**config.mk**
```make
export PLATFORM = sky130hd
export DESIGN_NAME = order_tx_encoder
export DESIGN_NICKNAME = d
export VERILOG_FILES = /design/src/rtl/order_tx_encoder.sv
export SDC_FILE = /design/constraint.sdc
export NUM_CORES = 1
export LEC_CHECK = 0
export ABC_AREA = 1
export CORE_UTILIZATION = 30
export CTS_CLUSTER_SIZE = 24
export DETAILED_ROUTE_END_ITERATION = 8
export PLACE_DENSITY = 0.47
export SETUP_SLACK_MARGIN = 0.4
export SYNTH_ARGS = -nofsm -noshare
export SYNTH_HDL_FRONTEND = slang
export SYNTH_SLANG_ARGS = --single-unit
export TNS_END_PERCENT = 20
```
**constraint.sdc**
```tcl
create_clock -name clk -period 9.98 [get_ports clk]
set_input_delay 0.998 -clock clk [delete_from_list [all_inputs] [get_ports clk]]
set_output_delay 0.998 -clock clk [all_outputs]
set_load 0.005 [all_outputs]
```
**src/rtl/order_tx_encoder.sv**
```systemverilog
// order_tx_encoder
// Buffers single-cycle trade decisions in a small FIFO and serialises each one
// into a fixed 10-byte outbound order message on a valid/ready byte stream:
//   byte 0     : 0xA5 start marker
//   byte 1     : message sequence number (8-bit, wrapping)
//   bytes 2-3  : product, MSB first
//   bytes 4-7  : price, MSB first
//   byte 8     : 0x01 buy / 0x00 sell
//   byte 9     : XOR of bytes 0..8
// A minimum number of idle cycles is enforced after each message, and trades
// arriving while the FIFO is full are counted in a saturating drop counter.

module order_tx_encoder #(
    parameter int FIFO_DEPTH = 4,   // pending trades buffered (power of two, >= 2)
    parameter int MIN_GAP    = 4    // idle cycles after each message (0 = back-to-back)
) (
    input  logic        clk,
    input  logic        rst,
    input  logic        trade,
    input  logic [15:0] trade_product,
    input  logic [31:0] trade_price,
    input  logic        trade_buy,
    output logic [7:0]  tx_data,
    output logic        tx_valid,
    output logic        tx_sop,
    output logic        tx_eop,
    input  logic        tx_ready,
    output logic [15:0] drop_count,
    output logic        busy
);

    localparam int PTR_W   = $clog2(FIFO_DEPTH);
    localparam int CNT_W   = PTR_W + 1;
    localparam int GAP_W   = (MIN_GAP > 1) ? $clog2(MIN_GAP) : 1;
    localparam int ENTRY_W = 16 + 32 + 1;

    localparam logic [CNT_W-1:0] FULL_COUNT = CNT_W'(FIFO_DEPTH);
    localparam logic [GAP_W-1:0] GAP_LOAD   = (MIN_GAP > 0) ? GAP_W'(MIN_GAP - 1) : '0;
    localparam logic [3:0]       LAST_IDX   = 4'd9;

    typedef enum logic [1:0] {
        IDLE,
        SEND,
        GAP
    } state_t;

    // ------------------------------------------------------------------
    // Trade FIFO
    // ------------------------------------------------------------------
    logic [ENTRY_W-1:0] fifo_mem [FIFO_DEPTH];
    logic [PTR_W-1:0]   wr_ptr;
    logic [PTR_W-1:0]   rd_ptr;
    logic [CNT_W-1:0]   count;

    logic               push;
    logic               drop;
    logic               pop;
    logic [ENTRY_W-1:0] head;

    // ------------------------------------------------------------------
    // Message serialiser state
    // ------------------------------------------------------------------
    state_t             state;
    logic [7:0]         seq;
    logic [GAP_W-1:0]   gap_cnt;
    logic [3:0]         byte_idx;
    logic [71:0]        rest_q;     // bytes still to be presented after tx_data, MSB = next
    logic [79:0]        load_msg;

    // Full is judged on the count at the start of the cycle, so a trade that
    // arrives while full is dropped even if the head is popped in that cycle.
    assign push = trade && (count != FULL_COUNT);
    assign drop = trade && (count == FULL_COUNT);
    assign head = fifo_mem[rd_ptr];

    assign busy = (count != '0) || (state != IDLE);

    // Build the complete 10-byte message, checksum included, from one trade.
    function automatic logic [79:0] build_msg(
        input logic [7:0]  s,
        input logic [15:0] product,
        input logic [31:0] price,
        input logic        buy
    );
        logic [71:0] body;
        logic [7:0]  csum;
        body = {8'hA5, s, product, price, 7'd0, buy};
        csum = '0;
        for (int i = 0; i < 9; i++) begin
            csum = csum ^ body[8*i +: 8];
        end
        return {body, csum};
    endfunction

    // Decide whether the head trade is taken this cycle. The last GAP cycle
    // doubles as the IDLE decision cycle so that the line sees exactly MIN_GAP
    // idle cycles between messages; with MIN_GAP = 0 the next message is
    // loaded on the same edge that the previous last byte is accepted.
    always_comb begin
        // NOTE: every signal assigned in a combinational block gets a default
        // first, so no path through the case statement leaves it unassigned
        // and no latch is inferred.
        pop = 1'b0;
        if (count != '0) begin
            case (state)
                IDLE:    pop = 1'b1;
                GAP:     pop = (gap_cnt == '0);
                SEND:    pop = (MIN_GAP == 0) && tx_ready && (byte_idx == LAST_IDX);
                default: pop = 1'b0;
            endcase
        end
    end

    // Message image for the head trade, stamped with the current sequence number.
    always_comb begin
        load_msg = build_msg(seq, head[48:33], head[32:1], head[0]);
    end

    // FIFO storage write.
    always_ff @(posedge clk) begin
        // NOTE: the storage array has no reset; an entry is only ever read
        // after it has been written, because count guards every pop.
        if (push) begin
            fifo_mem[wr_ptr] <= {trade_product, trade_price, trade_buy};
        end
    end

    // FIFO pointers and occupancy; pointers wrap naturally at FIFO_DEPTH.
    always_ff @(posedge clk or posedge rst) begin
        // NOTE: sequential state uses non-blocking assignments so every
        // register samples the pre-edge values, independent of statement order.
        if (rst) begin
            wr_ptr <= '0;
            rd_ptr <= '0;
            count  <= '0;
        end else begin
            if (push) begin
                wr_ptr <= wr_ptr + 1'b1;
            end
            if (pop) begin
                rd_ptr <= rd_ptr + 1'b1;
            end
            case ({push, pop})
                2'b10:   count <= count + 1'b1;
                2'b01:   count <= count - 1'b1;
                default: count <= count;
            endcase
        end
    end

    // Saturating count of trades lost to a full FIFO.
    always_ff @(posedge clk or posedge rst) begin
        if (rst) begin
            drop_count <= '0;
        end else if (drop && (drop_count != 16'hFFFF)) begin
            drop_count <= drop_count + 16'd1;
        end
    end

    // Serialiser FSM with registered stream outputs. tx_data/sop/eop change
    // only on an accepted byte or a new load, so they hold while stalled.
    always_ff @(posedge clk or posedge rst) begin
        if (rst) begin
            state    <= IDLE;
            seq      <= '0;
            gap_cnt  <= '0;
            byte_idx <= '0;
            rest_q   <= '0;
            tx_data  <= '0;
            tx_valid <= 1'b0;
            tx_sop   <= 1'b0;
            tx_eop   <= 1'b0;
        end else if (pop) begin
            // Start a new message: present byte 0, keep bytes 1..9 queued.
            state    <= SEND;
            seq      <= seq + 8'd1;
            byte_idx <= '0;
            rest_q   <= load_msg[71:0];
            tx_data  <= load_msg[79:72];
            tx_valid <= 1'b1;
            tx_sop   <= 1'b1;
            tx_eop   <= 1'b0;
        end else begin
            case (state)
                IDLE: begin
                    tx_valid <= 1'b0;
                end
                SEND: begin
                    if (tx_ready) begin
                        if (byte_idx == LAST_IDX) begin
                            tx_valid <= 1'b0;
                            tx_eop   <= 1'b0;
                            tx_data  <= '0;
                            gap_cnt  <= GAP_LOAD;
                            state    <= (MIN_GAP > 0) ? GAP : IDLE;
                        end else begin
                            tx_data  <= rest_q[71:64];
                            rest_q   <= {rest_q[63:0], 8'h00};
                            byte_idx <= byte_idx + 4'd1;
                            tx_sop   <= 1'b0;
                            tx_eop   <= (byte_idx == LAST_IDX - 4'd1);
                        end
                    end
                end
                GAP: begin
                    if (gap_cnt == '0) begin
                        state <= IDLE;
                    end else begin
                        gap_cnt <= gap_cnt - 1'b1;
                    end
                end
                default: begin
                    state    <= IDLE;
                    tx_valid <= 1'b0;
                end
            endcase
        end
    end

endmodule

```
# ---- Yosys cells after proc, flatten, opt, wreduce, memory -nomap -nowiden
# Memory sizes are Yosys's and may differ from the RTL's.
# Index checks and enable logic that the tools add are counted.
dict set report totals {
  mem_bits_rw 196
  inputBits 53
  elab_cells 104
  out_inout_bits 28
  regBits 122
  mem_count 1
}
dict set report classes {
  reduce_logical 17
  n_eq_ne 18
  bitwise_logic 9
  muxes 38
  add_sub_neg 8
}
# memory depth width read_ports rd_clocked_by_memory_dff wr line
set memory_table {}
lappend memory_table {fifo_mem 4 49 1 0 1 50} ;# logic [ENTRY_W-1:0] fifo_mem [FIFO_DEPTH];
# cell n
set ops {}
lappend ops {{72-bit 2-to-1 mux} 4}
lappend ops {{8-bit bitwise XOR} 6}
lappend ops {{8-bit 2-to-1 mux} 4}
lappend ops {{16-bit by 1-bit adder with 16-bit output, second input constant} 1}
lappend ops {{4-bit 2-to-1 mux} 4}
lappend ops {{16-bit inequality test, second input constant} 1}
lappend ops {{1-bit 2-to-1 mux} 14}
lappend ops {{2-bit 2-to-1 mux} 7}
lappend ops {{2-bit inequality test, second input constant} 6}
lappend ops {{3-bit inequality test, second input constant} 4}
lappend ops {{2-bit nonzero test} 5}
lappend ops {{8-bit by 1-bit adder with 8-bit output, second input constant} 1}
lappend ops {{4-bit equality test, second input constant} 2}
lappend ops {{1-bit by 8-bit bitwise XOR with 8-bit output} 1}
lappend ops {{2-bit case mux with 3 select lines} 1}
lappend ops {{3-bit case mux with 2 select lines} 1}
lappend ops {{3-bit AND reduction} 2}
lappend ops {{5-bit AND reduction} 1}
lappend ops {{2-bit by 1-bit adder with 2-bit output, second input constant} 2}
lappend ops {{4-bit by 1-bit adder with 4-bit output, second input constant} 1}
lappend ops {{2-bit by 1-bit equality test with 1-bit output, second input constant} 2}
lappend ops {{2-bit equality test, second input constant} 2}
lappend ops {{2-bit logical NOT} 2}
lappend ops {{4-bit NOT} 1}
lappend ops {{other kinds (12)} 15}

# ---- Longest topological paths before layout
# Gate-level depths: netlist of the first run.
# An unclocked memory read counts as a cell.
dict set report depth {
  depth_word 10
  ltp_mapped 15
}

# ---- Worst setup path before layout of the first run
# No wires, ideal clock.
dict set report synth_path {
  path_kind {input -> register}
  start {input port trade}
  end {memory fifo_mem[0][0] (netlist name) (enable)}
  setup_ns 0.456
  setup_slack_ns 6.288
  arrival_time_ns 3.236
  cell_stages 2
  required_time_ns 9.524
  path_cell_list {nand2_1 nor2_1}
}
dict set report synth_between {
  elab_chain_len 3
}
# item line
set synth_rtl {}
lappend synth_rtl {{start: declaration} 19} ;# input logic trade,
lappend synth_rtl {{1-bit logical AND} 72} ;# assign push = trade && (count != FULL_COUNT);
lappend synth_rtl {{1-bit 2-to-1 mux} 123} ;# if (push) begin
lappend synth_rtl {{1-bit 2-to-1 mux (implied by the code)} 124} ;# fifo_mem[wr_ptr] <= {trade_product, trade_price, trade_buy};
lappend synth_rtl {{end: declaration} 50}
# No other way between the ends.

# ---- Final worst setup path of the first run
dict set report layout_path {
  start {register state[0]}
  end {output port busy}
}
dict set report layout_between {
  elab_chain_len 2
}
# item line
set layout_rtl {}
lappend layout_rtl {{start: declaration} 63} ;# state_t state;
lappend layout_rtl {{start signal: assignment} 195} ;# state <= (MIN_GAP > 0) ? GAP : IDLE;
lappend layout_rtl {{2-bit nonzero test} 76} ;# assign busy = (count != '0) || (state != IDLE);
lappend layout_rtl {{1-bit logical OR} 76}
lappend layout_rtl {{end: declaration} 29} ;# output logic busy
# No other way between the ends.

==> results.txt, run 1 <==
----------------------------------------------------
[Outcome]
  Outcome ... finished, final reports clean

[Timing]
  Number of endpoints failing setup at the final stage ... 0
  F_max ... between 0.2 and 0.3 GHz
  Worst hold slack ... between 0.4 and 0.5 ns
  Number of endpoints with negative hold slack in the final report ... 0
  Summed negative setup slack over all endpoints ... 0 ns
  Setup repair after global routing missed its margin ... no
  Worst clock skew ... between 0.02 and 0.025 ns
  Slew margin rel. ... 0.349
  Slew Viols, Final ... 0
  Transition at the pin with the smallest max-transition slack ... 0.976 ns
  Share of the cycle needed by the critical path after routing ... 0.352
  Minimum clock period after layout ... around 3.5 ns

[Die]
  Number of top-level pins ... 81
  Die boundary height ... between 200 and 250 um
  Row count ... 81
  Die Area ... around 51000 um2
  Floorplan die width ... 225 um
  Starting density of the core ... 0.304
  Area inside the core boundary ... 49100 um2

[Logic synthesis]
  Leading area contributor after synthesis ... edfxtp_1
  Register area share after synthesis ... 0.599
  Number of synthesized flops with an enable pin ... roughly 200
  Netlist cell types ... 31
  Leading cell types by total area after synthesis ... edfxtp_1 (39%), dfrtp_1 (20%), nand2_1 (16%)
  Avg Inst Size Synth ... between 9 and 10 um2
  Post-synth top flop ... edfxtp_1
  Number of nets produced by synthesis ... around 1700
  Register bit total from synthesis ... around 320
  Cells after Synth ... approximately 1600
  Synth top area share ... 0.394
  Synthesized area ... about 15000 um2
  Synthesis warning total ... 0
  Async SR Flop Fraction ... 0.384

[Clocking]
  Gates resized, CTS repair ... 0
  Setup bufs post-CTS ... 0
  Post-CTS Hold Buffers ... 0
  Sinks on Clock Net ... ~320
  Number of buffers on the longest clock path ... 3
  CTS HTree Levels ... 2
  Root buffer cell ... clkbuf_16
  CTS tree ... done
  Number of CTS-inserted buffers ... 39
  Worst-path clk slew ... roughly 0.050 ns
  Clock Latency Late Sink ... about 0.56 ns

[Detailed routing]
  Routed wire length ... about 37 mm
  Routed wire length per instance ... between 15 and 20 um
  Post-detailed-route via-to-cell ratio ... 4.51
  DR iter-0 viols ... ~700
  Count of vias placed by the detailed router ... roughly 11000
  Number of remaining DRC errors ... 0
  First-pass detailed-route iteration total ... 7
  Remaining antenna violation count ... 0

[Setup path]
  Endpoint of the most critical register-to-register path ... count[2]
  Number of cell instances on the worst register-to-register path ... 11
  Cell with the biggest individual delay on the critical path ... clkdlybuf4s50_1
  Delay of the slowest critical-path stage ... 0.52 ns
  Endpoint class of the critical path ... primary output
  CP dominant cell by count ... nand2_1
  Crit path required time ... between 8 and 9 ns
  Critical path peak fanout ... 71
  Kind of cell adding the most delay to the critical path ... simple AND/OR/NAND/NOR gates
  Cell-by-cell trace of the critical path ... inv_1 > ha_1 > nand2_1 > nand2_1 > nand2_4 > nand2_1 > clkdlybuf4s50_1
  Type of the setup path with the least slack ... register to primary output
  Cell count along the critical path ... 7
  Startpoint kind of the worst setup timing path ... register
  Count of buffering cells on the critical path with inverters included ... 2
  R2R Path Start ... state[0]
  Critical path arrival ... between 2 and 3 ns
  R2r setup slk ... 6.71 ns

[Power and ir drop]
  Power consumption ... 5930 uW
  Total power per unit cell area ... about 340 nW/um2
  Largest vdd supply drop ... 0.124 mV
  Pleak ... between 0.007 and 0.008 uW

[Placed design]
  HPWL after detailed placement ... around 23 mm
  Placed Instances ... between 2000 and 2500
  Post-place instance area ... between 15000 and 20000 um2
  PortBufs ... 80
  Routability congestion estimate from global placement ... 0.790

[Finish]
  Antenna diodes ... 0
  Most frequent standard cell in the layout excluding fill and tap cells ... nand2_1
  P&R area growth vs syn ... 17.5%
  Area of all placed cells without fillers ... approximately 18000 um2
  Commonest non-fill, non-tap cells in the layout ... nand2_1 (633), edfxtp_1 (196), nand3_1 (169)
  Count of non-filler cells in the finished layout ... roughly 2400
  Layout net count ... ~1800
  Share of cells above drive strength 1 ... 0.0551

[Min path]
  Type of the most critical hold path ... register to register
  Worst hold path endpoint ... rest_q[58]
  Worst min-delay path startpoint ... rest_q[58]
  Hold Path Cell Cnt ... 2

[GRT]
  Global-route wire length before repair ... between 50 and 60 mm
  Total global routing overflow ... 0
  Vias in the first global route ... between 10000 and 15000
  Maximum number of pins on one net before global-route repair ... slightly above 80
  Initial antenna violation count ... 0
  GRT Total Usage ... 0.151

[Run]
  Max-cap check violation count ... 0

----------------------------------------------------
## how the worst max path moves through the flow
stage,to,from
5_1_grt,busy,state[0]
4_1_cts,busy,state[0]
6_report,busy,state[0]
3_3_place_gp,byte_idx[3],tx_ready
3_5_place_dp,byte_idx[3],tx_ready
2_1_floorplan,byte_idx[0],rst
## metrics by stage
| stage | utilization | setup slack, ns |
|---|---|---|
| 2_1_floorplan | - | 5.74 |
| 3_3_place_gp | 0.332 | 6.60 |
| 3_5_place_dp | 0.332 | 6.57 |
| 4_1_cts | 0.358 | 6.43 |
| 5_1_grt | 0.358 | 6.27 |
| 6_report | 0.358 | 6.47 |
## cell families after synthesis
group,share of synthesized area
adders and majority gates,0.0131
and+or+nand+nor,0.235
buffers and inverters,0.0676
DFF,0.599
AOI/OAI and AO/OA,0.0687
xor gates and xnor gates,0.0163
## layer usage
layer / wire length, um / GRT usage
met1: 17400 / 0.200
met2: 17700 / 0.249
met3: 1150 / 0.0227
met4: 1120 / 0.0577
met5: 0 / 0
## area by class of cell
class | count | area [um2]
tap | 664 | 831
timing repair buffer | 93 | 898
sequential | 318 | 8940
inverter | 158 | 596
multi-input combinational | 1102 | 5010
clock inverter | 18 | 131
clock buffer | 54 | 1120
fill | 5012 | 31500
## report_power, final
part | leakage, uW | switching (uW) | internal [uW]
Sequential | 0.00329 | 157 | 1810
Clock | 0.000623 | 556 | 817
Combinational | 0.00385 | 1810 | 789
## worst register-to-register path: cells and delay by family (launching register included)
family / cells / cell delay (ns)
flops: 1 / 0.36
buf+inv: 2 / 0.70
xor+xnor: 1 / 0.15
compound gates: 2 / 0.24
fa+ha+maj: 3 / 1.05
simple gates: 3 / 0.68
## sequential cells by signal, indices dropped and copies added (netlist names), 3 cells and up
register and cells:
byte_idx 4, count 3, drop_count 16, fifo_mem 196, rest_q 72, seq 8
tx_data 8
## cells in the mapped netlist (6+ instances only)
master	number
buf_2	26
xor2_1	16
nand3_1	169
nor2_1	46
dfrtp_1	122
buf_6	10
nor3_1	6
a21oi_1	22
buf_4	12
xnor2_1	10
edfxtp_1	196
o211ai_1	7
inv_1	151
inv_2	7
o22ai_1	12
o21ai_0	143
clkbuf_1	21
ha_1	14
nand2_1	634
a22oi_1	6
(Power assumes the default switching activity.)
==> inputs of run 2 (changes only) <==
==> constraint.sdc (replaced) <==
create_clock -name clk -period 3.6 [get_ports clk]
set_input_delay 0.36 -clock clk [delete_from_list [all_inputs] [get_ports clk]]
set_output_delay 0.36 -clock clk [all_outputs]
set_load 0.005 [all_outputs]
==> results.txt, run 2 (synthesized netlist as in run 1, its figures left out) <==
----------------------------------------------------
[Outcome]
  Outcome ... finished, final reports clean

[Placed design]
  Placed Instances ... 2343 (+0.34%)
  PortBufs ... 80 (unchanged)
  Routability congestion estimate from global placement ... 0.775 (-1.9%)
  Post-place instance area ... 16400 um2 (+0.91%)
  HPWL after detailed placement ... 23.8 mm (+4.0%)

[GRT]
  Initial antenna violation count ... 0 (unchanged)
  GRT Total Usage ... 0.154 (+0.00247)
  Global-route wire length before repair ... 60.0 mm (+1.7%)
  Total global routing overflow ... 0 (unchanged)
  Maximum number of pins on one net before global-route repair ... 102 (+24%)
  Vias in the first global route ... 10700 (+2.2%)

[Setup path]
  Endpoint of the most critical register-to-register path ... count[2]
  Number of cell instances on the worst register-to-register path ... 11 (unchanged)
  R2r setup slk ... 1.25 ns (-5.46 ns)
  Critical path peak fanout ... 34 (-52%)
  Crit path required time ... 3.24 ns (-5.74 ns)
  Endpoint class of the critical path ... primary output
  Worst setup path startpoint ... state[0]
  Type of the setup path with the least slack ... register to primary output
  Critical path arrival ... 2.28 ns (-0.23 ns)
  R2R Path Start ... state[0]
  Startpoint kind of the worst setup timing path ... register

[Die]
  Row count ... 81 (unchanged)
  Die Area ... 50600 um2 (unchanged)
  Starting density of the core ... 0.304 (unchanged)
  Floorplan die width ... 225 um (unchanged)
  Area inside the core boundary ... 49100 um2 (unchanged)
  Number of top-level pins ... 81 (unchanged)
  Die boundary height ... 225 um (unchanged)

[Clocking]
  Clock Latency Late Sink ... 0.57 ns (about the same)
  Setup bufs post-CTS ... 0 (unchanged)
  Number of CTS-inserted buffers ... 39 (unchanged)
  CTS HTree Levels ... 2 (unchanged)
  Number of buffers on the longest clock path ... 3 (unchanged)
  Root buffer cell ... clkbuf_16
  Worst-path clk slew ... 0.05 ns (about the same)
  Gates resized, CTS repair ... 0 (unchanged)
  CTS tree ... done
  Post-CTS Hold Buffers ... 0 (unchanged)
  Sinks on Clock Net ... 318 (unchanged)

[Power and ir drop]
  Pleak ... 0.00783 uW (+0.88%)
  Logic pwr share ... 0.443 (+0.005)
  Largest vdd supply drop ... 0.430 mV (+250%)
  Portion of total power attributed to the clock network ... 0.239 (+0.008)
  Internal power summed over all cells ... 9770 uW (+190%)
  Total power per unit cell area ... 947 nW/um2 (+180%)
  Net load switching power ... 7030 uW (+180%)
  Power share of the sequential group ... 0.319 (-0.012)
  Fraction of power spent switching nets ... 0.419 (-0.00616)

[Finish]
  Layout net count ... 1788 (+0.45%)
  Most frequent standard cell in the layout excluding fill and tap cells ... nand2_1
  Most flop-heavy register ... fifo_mem
  Final Util ... 0.362 (+0.00406)
  Area occupied by multi-input gates ... 5010 um2 (unchanged)
  Share of cells above drive strength 1 ... 0.0560 (+0.000923)
  Largest regs ... fifo_mem x196, rest_q x72, drop_count x16
  Filler cell count ... 5013 (+0.020%)
  Storage element area ... 8940 um2 (unchanged)
  Flip-flop count of the largest register, all copies and words added ... 196 (unchanged)
  Antenna diodes ... 0 (unchanged)
  Count of non-filler cells in the finished layout ... 2414 (+0.29%)
  Area of all placed cells without fillers ... 17700 um2 (+1.1%)
  P&R area growth vs syn ... 18.9%
  Commonest non-fill, non-tap cells in the layout ... nand2_1 (633), edfxtp_1 (196), nand3_1 (169)

[Timing]
  F_max ... roughly 0.38 GHz
  Setup repair after global routing missed its margin ... no
  Minimum clock period after layout ... approximately 2.6 ns
  Number of endpoints with negative hold slack in the final report ... 0 (unchanged)
  Slew Viols, Final ... 0 (unchanged)
  Worst clock skew ... 0.0188 ns (-0.00593 ns)
  Transition at the pin with the smallest max-transition slack ... 0.674 ns (-0.302 ns)
  Share of the cycle needed by the critical path after routing ... 0.734
  Summed negative setup slack over all endpoints ... 0 ns (unchanged)
  Slew margin rel. ... 0.551 (+0.201)
  Number of endpoints failing setup at the final stage ... 0 (unchanged)

[Detailed routing]
  DR iter-0 viols ... 645 (-7.6%)
  Remaining antenna violation count ... 0 (unchanged)
  Number of remaining DRC errors ... 0 (unchanged)
  Post-detailed-route via-to-cell ratio ... 4.57 (+1.4%)
  Routed wire length ... 37.8 mm (+1.4%)
  Routed wire length per instance ... 15.7 um (+1.1%)
  Count of vias placed by the detailed router ... 11000 (+1.7%)
  First-pass detailed-route iteration total ... 8 (+1)

[Run]
  Max-cap check violation count ... 0 (unchanged)

[Min path]
  Type of the most critical hold path ... input port to asynchronous set/reset pin

----------------------------------------------------
## run 2: changes by cell type in the layout (fill, tap and decap cells not counted), sizes merged
cell | previous run | this run
buf | 13 | 21
bufinv | 1 | 6
clkbuf | 54 | 47
clkinv | 14 | 15
clkinvlp | 2 | 3
inv | 159 | 158
## run 2: final cells by class
cell class                 count  area share
tap                          664      0.0468
clock buffer                  47      0.0579
sequential                   318       0.504
multi-input combinational   1102       0.283
inverter                     158      0.0336
timing repair buffer         101      0.0590
clock inverter                24      0.0157
## run 2: worst max path at each step
stage	to	slack, ns	depth (start not counted)
3_3_place_gp	count[2]	1.10	7
3_5_place_dp	count[2]	1.13	7
6_report	busy	0.96	7
5_1_grt	busy	0.77	7
2_1_floorplan	fifo_mem[0][0]	0.37	4
4_1_cts	busy	0.89	7
## run 2: power groups by stage
| stage | registers [uW] | logic [uW] | clock network (uW) |
|---|---|---|---|
| finish | 5350 | 7430 | 4010 |
| detailed placement | 5430 | 7530 | 0 |
| global placement | 5420 | 7420 | 0 |
| CTS | 5360 | 7570 | 4150 |
| floorplan | 5370 | 5450 | 0 |
| global route | 5460 | 8600 | 4270 |
## run 2: layer usage
metal,track usage,vias up,wire length [um]
met5,0,-,0
li1,-,5545,-
met3,0.0289,51,1380
met1,0.209,5255,18000
met4,0.0487,0,901
met2,0.247,182,17500
## run 2: worst max-delay path: stages, from the launching register on
cell and delay (ns):
dfrtp_1 0.38, inv_1 0.10, ha_1 0.21, nand2_1 0.08, nand2_1 0.10, nand2_4 0.21, nand2_1 0.15, clkdlybuf4s50_1 0.51
## run 2: stage by stage
step | hold slack [ns] | total power (uW) | setup slack, ns
finish | 0.198 | 16800 | 0.956
global route | 0.247 | 18300 | 0.765
CTS | 0.196 | 17100 | 0.889
floorplan | 0.444 | 10800 | 0.371
global placement | 0.459 | 12800 | 1.10
detailed placement | 0.464 | 13000 | 1.13
==> inputs of run 3 (changes only) <==
--- a/config.mk
+++ b/config.mk
@@ -9,7 +9,7 @@
 export CORE_UTILIZATION = 30
 export CTS_CLUSTER_SIZE = 24
 export DETAILED_ROUTE_END_ITERATION = 8
-export PLACE_DENSITY = 0.47
+export PLACE_DENSITY = 0.48
 export SETUP_SLACK_MARGIN = 0.4
 export SYNTH_ARGS = -nofsm -noshare
 export SYNTH_HDL_FRONTEND = slang
==> constraint.sdc (replaced) <==
create_clock -name clk -period 2.22 [get_ports clk]
set_input_delay 0.222 -clock clk [delete_from_list [all_inputs] [get_ports clk]]
set_output_delay 0.222 -clock clk [all_outputs]
set_load 0.005 [all_outputs]
==> results.txt, run 3 (synthesized netlist as in run 1, its figures left out) <==
----------------------------------------------------
[Timing]
  Slew Viols, Final ... 0 (unchanged)
  Number of endpoints failing setup at the final stage ... 0 (unchanged)
  Number of endpoints with negative hold slack in the final report ... 0 (unchanged)
  Worst clock skew ... 0.0207 ns (+0.00197 ns)
  Transition at the pin with the smallest max-transition slack ... 0.393 ns (-0.281 ns)
  Minimum clock period after layout ... roughly 2 ns
  Share of the cycle needed by the critical path after routing ... 0.903
  Slew margin rel. ... 0.738 (+0.187)
  Setup repair after global routing missed its margin ... yes
  F_max ... 0.499 GHz
  Summed negative setup slack over all endpoints ... 0 ns (unchanged)

[Setup path]
  Number of cell instances on the worst register-to-register path ... 12 (+1)
  R2r setup slk ... 0.22 ns (-1.03 ns)
  Cell with the biggest individual delay on the critical path ... dfrtp_1
  R2R Path Start ... state[1]
  Worst setup path startpoint ... state[1]
  Critical path peak fanout ... 3 (-91%)
  Crit path required time ... 2.67 ns (-0.57 ns)
  Critical path arrival ... 2.45 ns (+0.17 ns)
  Endpoint of the most critical register-to-register path ... count[2]
  Type of the setup path with the least slack ... register to register
  Cell-by-cell trace of the critical path ... inv_2 > ha_4 > inv_4 > nand2_4 > nand2_4 > buf_6 > inv_8 > ha_4 > fa_2 > a21oi_2 > o21ai_1 > xor2_1
  Delay of the slowest critical-path stage ... 0.41 ns (-0.10 ns)
  Endpoint class of the critical path ... register
  Startpoint kind of the worst setup timing path ... register

[Die]
  Floorplan die width ... 225 um (unchanged)
  Area inside the core boundary ... 49100 um2 (unchanged)
  Row count ... 81 (unchanged)
  Die Area ... 50600 um2 (unchanged)
  Die boundary height ... 225 um (unchanged)
  Starting density of the core ... 0.304 (unchanged)
  Number of top-level pins ... 81 (unchanged)

[Detailed routing]
  Number of remaining DRC errors ... 0 (unchanged)
  Routed wire length ... 43.5 mm (+15%)
  Post-detailed-route via-to-cell ratio ... 4.69 (+2.5%)
  Routed wire length per instance ... 17.3 um (+11%)
  Count of vias placed by the detailed router ... 11800 (+6.6%)
  DR iter-0 viols ... 597 (-7.4%)
  Remaining antenna violation count ... 0 (unchanged)
  First-pass detailed-route iteration total ... 5 (-3)

[Clocking]
  Sinks on Clock Net ... 318 (unchanged)
  Worst-path clk slew ... 0.06 ns (about the same)
  Number of buffers on the longest clock path ... 3 (unchanged)
  Clock Latency Late Sink ... 0.57 ns (about the same)
  Post-CTS Hold Buffers ... 0 (unchanged)
  CTS tree ... done
  Root buffer cell ... clkbuf_16
  Number of CTS-inserted buffers ... 39 (unchanged)
  CTS HTree Levels ... 2 (unchanged)

[Placed design]
  Routability congestion estimate from global placement ... 0.780 (+0.65%)
  HPWL after detailed placement ... 25.5 mm (+6.8%)
  Placed Instances ... 2368 (+1.1%)
  PortBufs ... 80 (unchanged)
  Post-place instance area ... 16800 um2 (+2.1%)

[Finish]
  Commonest non-fill, non-tap cells in the layout ... nand2_1 (530), edfxtp_1 (196), nand3_1 (148)
  Antenna diodes ... 0 (unchanged)
  Largest regs ... fifo_mem x196, rest_q x72, drop_count x16
  Most flop-heavy register ... fifo_mem
  Flip-flop count of the largest register, all copies and words added ... 196 (unchanged)
  Share of cells above drive strength 1 ... 0.198 (+0.142)
  Area of all placed cells without fillers ... 19800 um2 (+12%)
  Filler cell count ... 4860 (-3.1%)
  P&R area growth vs syn ... 32.9%
  Most frequent standard cell in the layout excluding fill and tap cells ... nand2_1
  Storage element area ... 8940 um2 (unchanged)
  Layout net count ... 1887 (+5.5%)
  Count of non-filler cells in the finished layout ... 2510 (+4.0%)
  Area occupied by multi-input gates ... 5660 um2 (+13%)

[GRT]
  Initial antenna violation count ... 0 (unchanged)
  GRT Total Usage ... 0.161 (+0.00756)
  Vias in the first global route ... 11100 (+3.8%)
  Maximum number of pins on one net before global-route repair ... 81 (-21%)
  Global-route wire length before repair ... 62.5 mm (+4.3%)
  Total global routing overflow ... 0 (unchanged)

[Min path]
  Type of the most critical hold path ... input port to asynchronous set/reset pin

[Power and ir drop]
  Total power per unit cell area ... 1620 nW/um2 (+71%)
  Pleak ... 0.00871 uW (+11%)
  Largest vdd supply drop ... 0.621 mV (+44%)

[Outcome]
  Outcome ... finished, final reports clean

[Run]
  Max-cap check violation count ... 0 (unchanged)

----------------------------------------------------
[run 3: changes by cell type in the layout (fill, tap and decap cells not counted), moves of 21 or more]
cell	delta
buf_12	+23
buf_4	+41
nand2_1	-103
nand2_2	+88
nand3_1	-21
nand3_2	+21
o21ai_0	-22
[run 3: worst max-delay path: cells and delay by family (launching register included)]
| kind | cells | cell delay [ns] |
|---|---|---|
| flops | 1 | 0.41 |
| xor+xnor | 1 | 0.14 |
| buf+inv | 4 | 0.31 |
| compound gates | 2 | 0.23 |
| fa+ha+maj | 3 | 0.68 |
| simple gates | 2 | 0.13 |
[run 3: layout make-up]
type | instances | area share
Clock buffer | 49 | 0.0541
Sequential cell | 318 | 0.451
Multi-Input combinational cell | 1102 | 0.285
Tap cell | 664 | 0.0419
Timing Repair Buffer | 200 | 0.127
Clock inverter | 19 | 0.00833
Inverter | 158 | 0.0321
[run 3: timing repair]
item,in CTS,in global routing
pin swaps,5,66
buffers inserted,8,45
gates resized for setup,57,226
setup endpoints to repair,106,261
gates cloned,4,17
[run 3: layer usage]
metal | part of all wire | up-vias | track usage
met2 | 0.48 | 266 | 0.271
li1 | - | 5753 | -
met4 | 0.029 | 0 | 0.0634
met5 | 0 | - | 0
met3 | 0.047 | 74 | 0.0250
met1 | 0.44 | 5671 | 0.208
[run 3: how the worst max path moves through the flow]
stage	slack (ns)	end	cells after the start
finish	0.22	count[2]	12
global placement	0.14	count[2]	11
CTS	0.26	count[2]	12
detailed placement	0.11	rest_q[50]	10
floorplan	-1.01	fifo_mem[0][0]	4
global route	0.16	count[2]	12
[run 3: per-stage QoR]
step / util / setup WS, ns / hold WS [ns] / power [uW]
floorplan: - / -1.01 / 0.321 / 17500
global placement: 0.342 / 0.138 / 0.460 / 21400
detailed placement: 0.342 / 0.105 / 0.461 / 21600
CTS: 0.375 / 0.264 / 0.151 / 29000
global route: 0.404 / 0.162 / 0.181 / 34400
finish: 0.404 / 0.216 / 0.138 / 32100
[run 3: power by group]
group	switching (uW)	total, uW	internal [uW]	leakage [uW]
Combinational	10400	17100	6680	0.00481
Clock	2560	6220	3660	0.000602
Sequential	665	8770	8100	0.00329
